### config.mk
export PLATFORM = sky130hd
export DESIGN_NAME = ldw_mem_arbiter
export DESIGN_NICKNAME = d
export VERILOG_FILES = /design/src/rtl/ldw_mem_arbiter.sv
export SDC_FILE = /design/constraint.sdc
export NUM_CORES = 1
export LEC_CHECK = 0
export BUFFER_PORTS_ARGS = -buffer_cell sky130_fd_sc_hd__buf_2
export CAP_MARGIN = 20
export CORE_AREA = 5 5 93 95
export CTS_BUF_LIST = sky130_fd_sc_hd__clkbuf_8
export DETAILED_ROUTE_END_ITERATION = 12
export DIE_AREA = 0 0 98 100
export MAX_ROUTING_LAYER = met4
export PLACE_DENSITY = 0.69
export SETUP_SLACK_MARGIN = 0.02
export SLEW_MARGIN = 0
export SYNTH_ARGS = -nofsm -noshare
export SYNTH_HDL_FRONTEND = slang
export SYNTH_SLANG_ARGS = --single-unit
### constraint.sdc
create_clock -name clock -period 4.1 [get_ports clock]
set_clock_uncertainty 0.05 [all_clocks]
set_input_delay 0.615 -clock clock [delete_from_list [all_inputs] [get_ports clock]]
set_output_delay 0.615 -clock clock [all_outputs]
set_load 0.05 [all_outputs]
### src/rtl/ldw_mem_arbiter.sv
// Shares one single-port synchronous data RAM between the CPU MEM stage and a DMA reader.
// ARB_RR_EN selects round-robin arbitration instead of CPU priority with a starvation counter.
module ldw_mem_arbiter #(
    parameter int unsigned ADDR_W   = 12,
    parameter int unsigned MAX_WAIT = 8,
    parameter int unsigned CNT_W    = 8
) (
    input  logic              clock,
    input  logic              resetn,
    input  logic              cpu_req,
    input  logic              cpu_we,
    input  logic [31:0]       cpu_addr,
    input  logic [31:0]       cpu_wdata,
    output logic [31:0]       cpu_rdata,
    output logic              cpu_stall,
    input  logic              dma_req,
    input  logic [31:0]       dma_addr,
    output logic              dma_gnt,
    output logic              dma_rvalid,
    output logic [31:0]       dma_rdata,
    output logic              mem_we,
    output logic [ADDR_W-1:0] mem_addr,
    output logic [31:0]       mem_wdata,
    input  logic [31:0]       mem_rdata
);

    typedef enum logic [1:0] {
        OWN_NONE = 2'd0,
        OWN_CPU  = 2'd1,
        OWN_DMA  = 2'd2
    } own_e;

    own_e rd_own;
    own_e rd_own_nxt;
    logic cpu_gnt_c;
    logic dma_gnt_c;

    // Only the word-address slice of each byte address reaches the RAM.
    logic unused_addr;
    assign unused_addr = ^{cpu_addr, dma_addr};

`ifdef ARB_RR_EN
    logic        last_dma;
    logic [31:0] unused_cfg;
    assign unused_cfg = 32'(MAX_WAIT + CNT_W);

    // On contention the requester that lost the previous contention wins.
    always_comb begin
        cpu_gnt_c = 1'b0;
        dma_gnt_c = 1'b0;
        if (cpu_req && dma_req) begin
            cpu_gnt_c = last_dma;
            dma_gnt_c = !last_dma;
        end else begin
            cpu_gnt_c = cpu_req;
            dma_gnt_c = dma_req;
        end
    end

    always_ff @(posedge clock or negedge resetn) begin
        if (!resetn) begin
            last_dma <= 1'b1;
        end else if (cpu_req && dma_req) begin
            last_dma <= dma_gnt_c;
        end
    end
`else
    logic [CNT_W-1:0] wait_cnt;
    logic             force_c;

    // CPU wins unless the DMA has been denied MAX_WAIT cycles in a row.
    always_comb begin
        force_c   = dma_req && (wait_cnt == CNT_W'(MAX_WAIT));
        cpu_gnt_c = cpu_req && !force_c;
        dma_gnt_c = dma_req && !cpu_gnt_c;
    end

    always_ff @(posedge clock or negedge resetn) begin
        if (!resetn) begin
            wait_cnt <= '0;
        end else if (!dma_req || dma_gnt_c) begin
            wait_cnt <= '0;
        end else if (wait_cnt != CNT_W'(MAX_WAIT)) begin
            wait_cnt <= wait_cnt + CNT_W'(1);
        end
    end
`endif

    assign cpu_stall = cpu_req && !cpu_gnt_c;
    assign dma_gnt   = dma_gnt_c;

    // RAM port mux; idle cycles present a zero address with writes disabled.
    always_comb begin
        mem_we    = 1'b0;
        mem_addr  = '0;
        mem_wdata = '0;
        if (cpu_gnt_c) begin
            mem_we    = cpu_we && resetn;
            mem_addr  = cpu_addr[ADDR_W+1:2];
            mem_wdata = cpu_wdata;
        end else if (dma_gnt_c) begin
            mem_addr  = dma_addr[ADDR_W+1:2];
        end
    end

    always_comb begin
        rd_own_nxt = OWN_NONE;
        if (cpu_gnt_c && !cpu_we) begin
            rd_own_nxt = OWN_CPU;
        end else if (dma_gnt_c) begin
            rd_own_nxt = OWN_DMA;
        end
    end

    // Remembers who issued the read whose data arrives from the RAM this cycle.
    always_ff @(posedge clock or negedge resetn) begin
        if (!resetn) begin
            rd_own <= OWN_NONE;
        end else begin
            rd_own <= rd_own_nxt;
        end
    end

    assign dma_rvalid = (rd_own == OWN_DMA);
    assign dma_rdata  = (rd_own == OWN_DMA) ? mem_rdata : 32'd0;
    assign cpu_rdata  = (rd_own == OWN_CPU) ? mem_rdata : 32'd0;

endmodule

==> results of run 1 <==
==> state kept, by name, indices dropped and copies added, names as in the netlist <==
signal and count:
wait_cnt 8, rd_own 2
==> final cells by class <==
cell class                      count  area [µm²]  share of cell area [%]
Timing Repair Buffer              207        1040                    41.2
Tap cell                          102         128                    5.04
Inverter                            3        11.3                   0.445
Clock buffer                        3        41.3                    1.63
Sequential cell                    10         250                    9.89
Multi-Input combinational cell    168        1060                    41.8
==> where the power goes <==
group | internal (mW) | leakage, nW | switching, mW
clock | 0.0639 | 0.0216 | 0.0340
combinational | 0.0974 | 1.36 | 0.248
sequential | 0.101 | 0.136 | 0.00122
total | 0.262 | 1.52 | 0.283
==> logic make-up (layout without fill, tap and decap cells) <==
family	count (synthesis)	in the layout	synth area share [%]
simple gates	131	131	57.4
compound gates	32	32	14.5
buf+inv	20	213	6.61
fa+ha+maj	2	2	1.79
flops	10	10	17.9
xor+xnor	3	3	1.88
==> layer usage <==
metal | vias to the layer above | global-route usage [%]
met1 | 865 | 10.7
met3 | 8 | 3.47
li1 | 1026 | -
met2 | 156 | 20.4
met4 | 0 | 4.37
met5 | - | -
==> synthesized netlist by cell type, types with 3 or more instances <==
master / number / area share, %
a21oi_1: 3 / 1.1
dfrtp_1: 10 / 18
and2_4: 10 / 6.3
nand2_1: 14 / 3.8
nor2b_1: 5 / 2.2
and2_1: 86 / 38
or3_1: 3 / 1.3
o21ai_0: 13 / 4.6
clkbuf_1: 12 / 3.2
inv_1: 3 / 0.80
nand3_1: 3 / 1.1
o211ai_1: 13 / 7.0
nor2_1: 4 / 1.1
==> critical path, stage by stage, from the launching register on <==
cell     delay [ns]
dfrtp_1        0.42
or4b_1         0.80
o21a_4         0.44
o21ai_0        0.25
buf_2          0.30
==> metrics by stage <==
stage	total power, mW	setup WS, ns
3_5_place_dp	0.452	1.26
4_1_cts	0.553	0.994
5_1_grt	0.575	0.859
2_1_floorplan	0.349	0.823
6_report	0.545	0.984
3_3_place_gp	0.448	1.30
==> worst min path at each step <==
stage,from,endpoint,slack (ns),depth (start not counted)
3_5_place_dp,wait_cnt[0],wait_cnt[0],0.42,1
3_3_place_gp,wait_cnt[0],wait_cnt[0],0.42,1
5_1_grt,resetn,wait_cnt[3],0.21,1
4_1_cts,resetn,rd_own[1],0.20,1
6_report,resetn,wait_cnt[3],0.19,1
2_1_floorplan,resetn,rd_own[0],0.27,0
==> placed cells by master, fill, tap and decap left out <==
master / netlist / routed
buf_2: 1 / 204
and2_1: 86 / 86
nand2_1: 14 / 14
o211ai_1: 13 / 13
o21ai_0: 13 / 13
and2_4: 10 / 10
dfrtp_1: 10 / 10
nor2b_1: 5 / 5
nor2_1: 4 / 4
inv_1: 3 / 3
nand3_1: 3 / 3
or3_1: 3 / 3
a21oi_1: 3 / 3
clkbuf_8: 0 / 3
buf_4: 0 / 3
o21ai_1: 2 / 2
and3_1: 2 / 2
xor2_1: 2 / 2
ha_1: 2 / 2
nand4bb_1: 1 / 1
or4b_1: 1 / 1
o21a_4: 1 / 1
nor3_1: 1 / 1
xnor2_1: 1 / 1
nand4_1: 1 / 1
==> reports/results.txt, run 1 <==
Antenna diodes: 0
Cell Count, Final, Fillers Out: 493
Final Cell Area: 0.00253 mm²
drt via density: 4.17
Syn. warnings: 0
Final min period: 3.12 ns
Crit path arrival time: 2.45 ns
initial antenna violation count: 0
synthesized area: 0.00140 mm²
DP Cell Count: 490
DP HPWL: 5.02 mm
Unique masters post-synth: 27
first-pass GRT wire length: 8.91 mm
Worst Setup EP: mem_addr[5]
FMAX: 321 MHz
top layer reached by signal wires: met4
WP data required: 3.43 ns
share of cells above drive strength 1: 56.5%
PostCTS Resize Cnt: 0
VDD IR-drop max: 0.123 mV
crit-path max FO: 49
initial DRC count: 27
clock root buffer: clkbuf_8
Worst-path clk slew: 0.04 ns
actual slew at the worst max-slew pin: 0.545 ns
Final TNS setup: 0 ns
DR DRC count: 0
Initial Util: 18.3%
worst r2r path cells: 3
metal2 WL: 2.77 mm
first-pass iteration count of the detailed router: 4
Total Wirelength: 5.81 mm
final count of negative-setup-slack endpoints: 0
WL met3: 826 µm
Setup crit end kind: primary output
Worst Hold Class: in -> async
CTS tree: done
fillers: 829
Post-synth ARST share: 100%
GP Congestion: 0.873
IO Pins: 245
post-layout util: 33.1%
Max clock buf depth: 2
# hold bufs at CTS: 0
P per Cell Area: 215 mW/mm²
post-CTS setup buffer count: 0
PortBufs: 204
antenna-violating nets left: 0
P&R area growth vs syn: 80.8%
GRT Overall Usage: 11.0%
Setup crit start kind: register
Die ar.: 0.00980 mm²
Area after DPL: 0.00249 mm²
r2r setup slk: 2.00 ns
syn_nets: 333
worst r2r src: wait_cnt[2]
Hold Fails Final Rpt: 0
Min Hold Slack: 0.194 ns
Post-synth top flop: dfrtp_1
Met1 Wirelength: 2.06 mm
register area share after synthesis: 17.9%
Worst slew margin: 63.5%
worst r2r dst: wait_cnt[2]
share of the cycle needed by the critical path after routing: 76.0%
WL per Instance: 11.8 µm
CP Launch Point: wait_cnt[2]
RSZ-0062 raised after global routing: false
DIE HEIGHT: 100 µm
Post-Syn Instances: 198
largest net degree at the start of global routing: 50
remaining global-route overflow: 0
routed vias: 2055
leakage: 1.52 nW
Seq cells post-synth: 10
Layout Nets: 528
core box area: 0.00765 mm²
vias in the first global route: 2082
synthesized area per cell: 7.07 µm²
max_cap viols: 0
fin. max-slew vios: 0
H-tree depth: 1
Crit Path Category: reg -> out
EDFF count, synth: 0
clock sink count: 10
clk_lat worst skew: 0.23 ns
Core Rows: 32
outcome: complete, no violations
die width: 98 µm
Num CTS Buffers: 3
Note: power is estimated with default switching activity, not from simulation.
==> run 2, diff against run 1 <==
Settings changed: CORE_AREA 5 5 93 95 to 5 5 91 93, DIE_AREA 0 0 98 100 to 0 0 96 98, PLACE_DENSITY 0.69 to 0.74.
Clock period 4.1 ns to 2.8 ns, I/O delays scaled along.
==> reports/results.txt, run 2 (same netlist as run 1, synthesis figures left out) <==
outcome: complete, no violations (unchanged)
leakage: 1.53 nW (was 1.52 nW)
clock root buffer: clkbuf_8 (unchanged)
Worst slew margin: 60.5% (was 63.5%)
die width: 96 µm (was 98 µm)
Antenna diodes: 0 (unchanged)
Setup crit end kind: primary output (unchanged)
Worst-path clk slew: 0.04 ns (about the same)
antenna-violating nets left: 0 (unchanged)
FMAX: 375 MHz
PortBufs: 204 (unchanged)
Clk network pwr share: 17.9% (about the same)
post-route setup slack: 0.131 ns (was 0.984 ns)
first-pass GRT wire length: 9.10 mm (was 8.91 mm)
fraction of power consumed by sequential logic: 18.6% (was 18.7%)
max reg flops: 8 (unchanged)
Min Hold Slack: 0.294 ns (was 0.194 ns)
Area after DPL: 0.00250 mm² (was 0.00249 mm²)
worst path buffer plus inverter count: 1 (unchanged)
post-placement setup slack: 0.391 ns (was 1.26 ns)
share of cells above drive strength 1: 56.5% (about the same)
DR DRC count: 0 (unchanged)
drt via density: 4.24 (was 4.17)
initial DRC count: 4 (was 27)
VDD IR-drop max: 0.210 mV (was 0.123 mV)
Crit path arrival time: 2.20 ns (was 2.45 ns)
share of the cycle needed by the critical path after routing: 95.3%
NetSw: 0.420 mW (was 0.283 mW)
clk_lat worst skew: 0.23 ns (about the same)
WP data required: 2.33 ns (was 3.43 ns)
core box area: 0.00745 mm² (was 0.00765 mm²)
crit-path max FO: 49 (unchanged)
CTS tree: done (unchanged)
commonest non-fill, non-tap cell in the layout: buf_2 (unchanged)
P&R area growth vs syn: 82.0% (was 80.8%)
worst path cell trace: or4b_1 > o21a_4 > o21ai_0 > buf_2 (unchanged)
RSZ-0062 raised after global routing: false (unchanged)
fin. max-slew vios: 0 (unchanged)
Initial Util: 18.8% (was 18.3%)
post-CTS setup buffer count: 0 (unchanged)
CP top delay family: compound AO/OA/AOI/OAI gates (was simple AND/OR/NAND/NOR gates)
IO Pins: 245 (unchanged)
WL per Instance: 12.5 µm (was 11.8 µm)
sw frac: 52.2% (was 51.9%)
Layout Nets: 530 (was 528)
P per Cell Area: 316 mW/mm² (was 215 mW/mm²)
Core Rows: 32 (unchanged)
Largest regs: wait_cnt: 8 flops, rd_own: 2 flops (unchanged)
H-tree depth: 1 (unchanged)
max_cap viols: 0 (unchanged)
initial antenna violation count: 0 (unchanged)
Max clock buf depth: 2 (unchanged)
Num CTS Buffers: 3 (unchanged)
remaining global-route overflow: 0 (unchanged)
DIE HEIGHT: 98 µm (was 100 µm)
Die ar.: 0.00941 mm² (was 0.00980 mm²)
GP Congestion: 0.808 (was 0.873)
first-pass iteration count of the detailed router: 4 (unchanged)
actual slew at the worst max-slew pin: 0.590 ns (was 0.545 ns)
final total power: 0.805 mW (was 0.545 mW)
Crit Path Category: reg -> out (unchanged)
Final TNS setup: 0 ns (unchanged)
Worst Hold Class: in -> reg (was in -> async)
vias in the first global route: 2002 (was 2082)
DP HPWL: 5.43 mm (was 5.02 mm)
Internal: 0.385 mW (was 0.262 mW)
clock sink count: 10 (unchanged)
Final min period: 2.67 ns
slowest cell on the critical path: or4b_1 (unchanged)
Hold Fails Final Rpt: 0 (unchanged)
final count of negative-setup-slack endpoints: 0 (unchanged)
Total Wirelength: 6.20 mm (was 5.81 mm)
Final Cell Area: 0.00255 mm² (was 0.00253 mm²)
largest net degree at the start of global routing: 50 (unchanged)
Gate power share: 63.5% (was 63.3%)
most frequent cells in the layout: 204 x buf_2, 86 x and2_1, 14 x nand2_1 (unchanged)
routed vias: 2098 (was 2055)
Setup crit start kind: register (unchanged)
Critical Path Max Stage Delay: 0.59 ns (was 0.80 ns)
Top reg by flops: wait_cnt (unchanged)
GRT Overall Usage: 12.4% (was 11.0%)
[run 2: cell types whose count changed in the layout (fill, tap and decap cells not counted)]
cell / before / now
buf_4: 3 / 4
dlygate4sd3_1: 0 / 1
o21ai_0: 13 / 12
o21ai_1: 2 / 3
[run 2: metal layers]
| layer | up-vias | GRT usage [%] | wire (µm) |
|---|---|---|---|
| li1 | 1027 | - | - |
| met1 | 913 | 11.4 | 2000 |
| met2 | 150 | 24.0 | 3230 |
| met3 | 8 | 2.54 | 817 |
| met4 | 0 | 5.03 | 140 |
| met5 | - | - | 0 |
[run 2: cell type report]
cell class / instances / area [µm²]
repair buffers: 209 / 1060
flip-flops and latches: 10 / 250
multi-input cells: 168 / 1060
fillers: 798 / 4900
inverters: 3 / 11.3
clock buffers: 3 / 41.3
well taps: 102 / 128
[run 2: timing repair]
action / CTS / global route
hold buffers: 1 / 0
endpoints found under the hold margin: 9 / 0
gates resized for setup: 0 / 0
[run 2: worst paths after layout]
| kind | from | to | slack, ns | depth (start not counted) |
|---|---|---|---|---|
| worst max-delay path | wait_cnt[2] | mem_addr[7] | 0.13 | 4 |
| max in group asynchronous | resetn | wait_cnt[7] | 1.94 | 2 |
| worst max register to register | wait_cnt[2] | wait_cnt[2] | 0.77 | 4 |
| worst min-delay path | cpu_we | rd_own[0] | 0.29 | 2 |
| worst min register to register | wait_cnt[0] | wait_cnt[0] | 0.44 | 1 |
| min in group asynchronous | resetn | wait_cnt[6] | 0.56 | 2 |
[run 2: metrics by stage]
stage          cells  util, %
2_1_floorplan    198        -
3_3_place_gp     491     33.5
3_5_place_dp     491     33.5
4_1_cts          495     34.2
5_1_grt          495     34.2
6_report         495     34.2
[run 2: power by group through the flow]
stage	Clock [mW]	Combinational (mW)	Sequential, mW
after CTS	0.151	0.515	0.150
after floorplan	0	0.360	0.152
final	0.145	0.511	0.150
after global routing	0.161	0.540	0.150
after detailed placement	0	0.512	0.152
after global placement	0	0.506	0.152
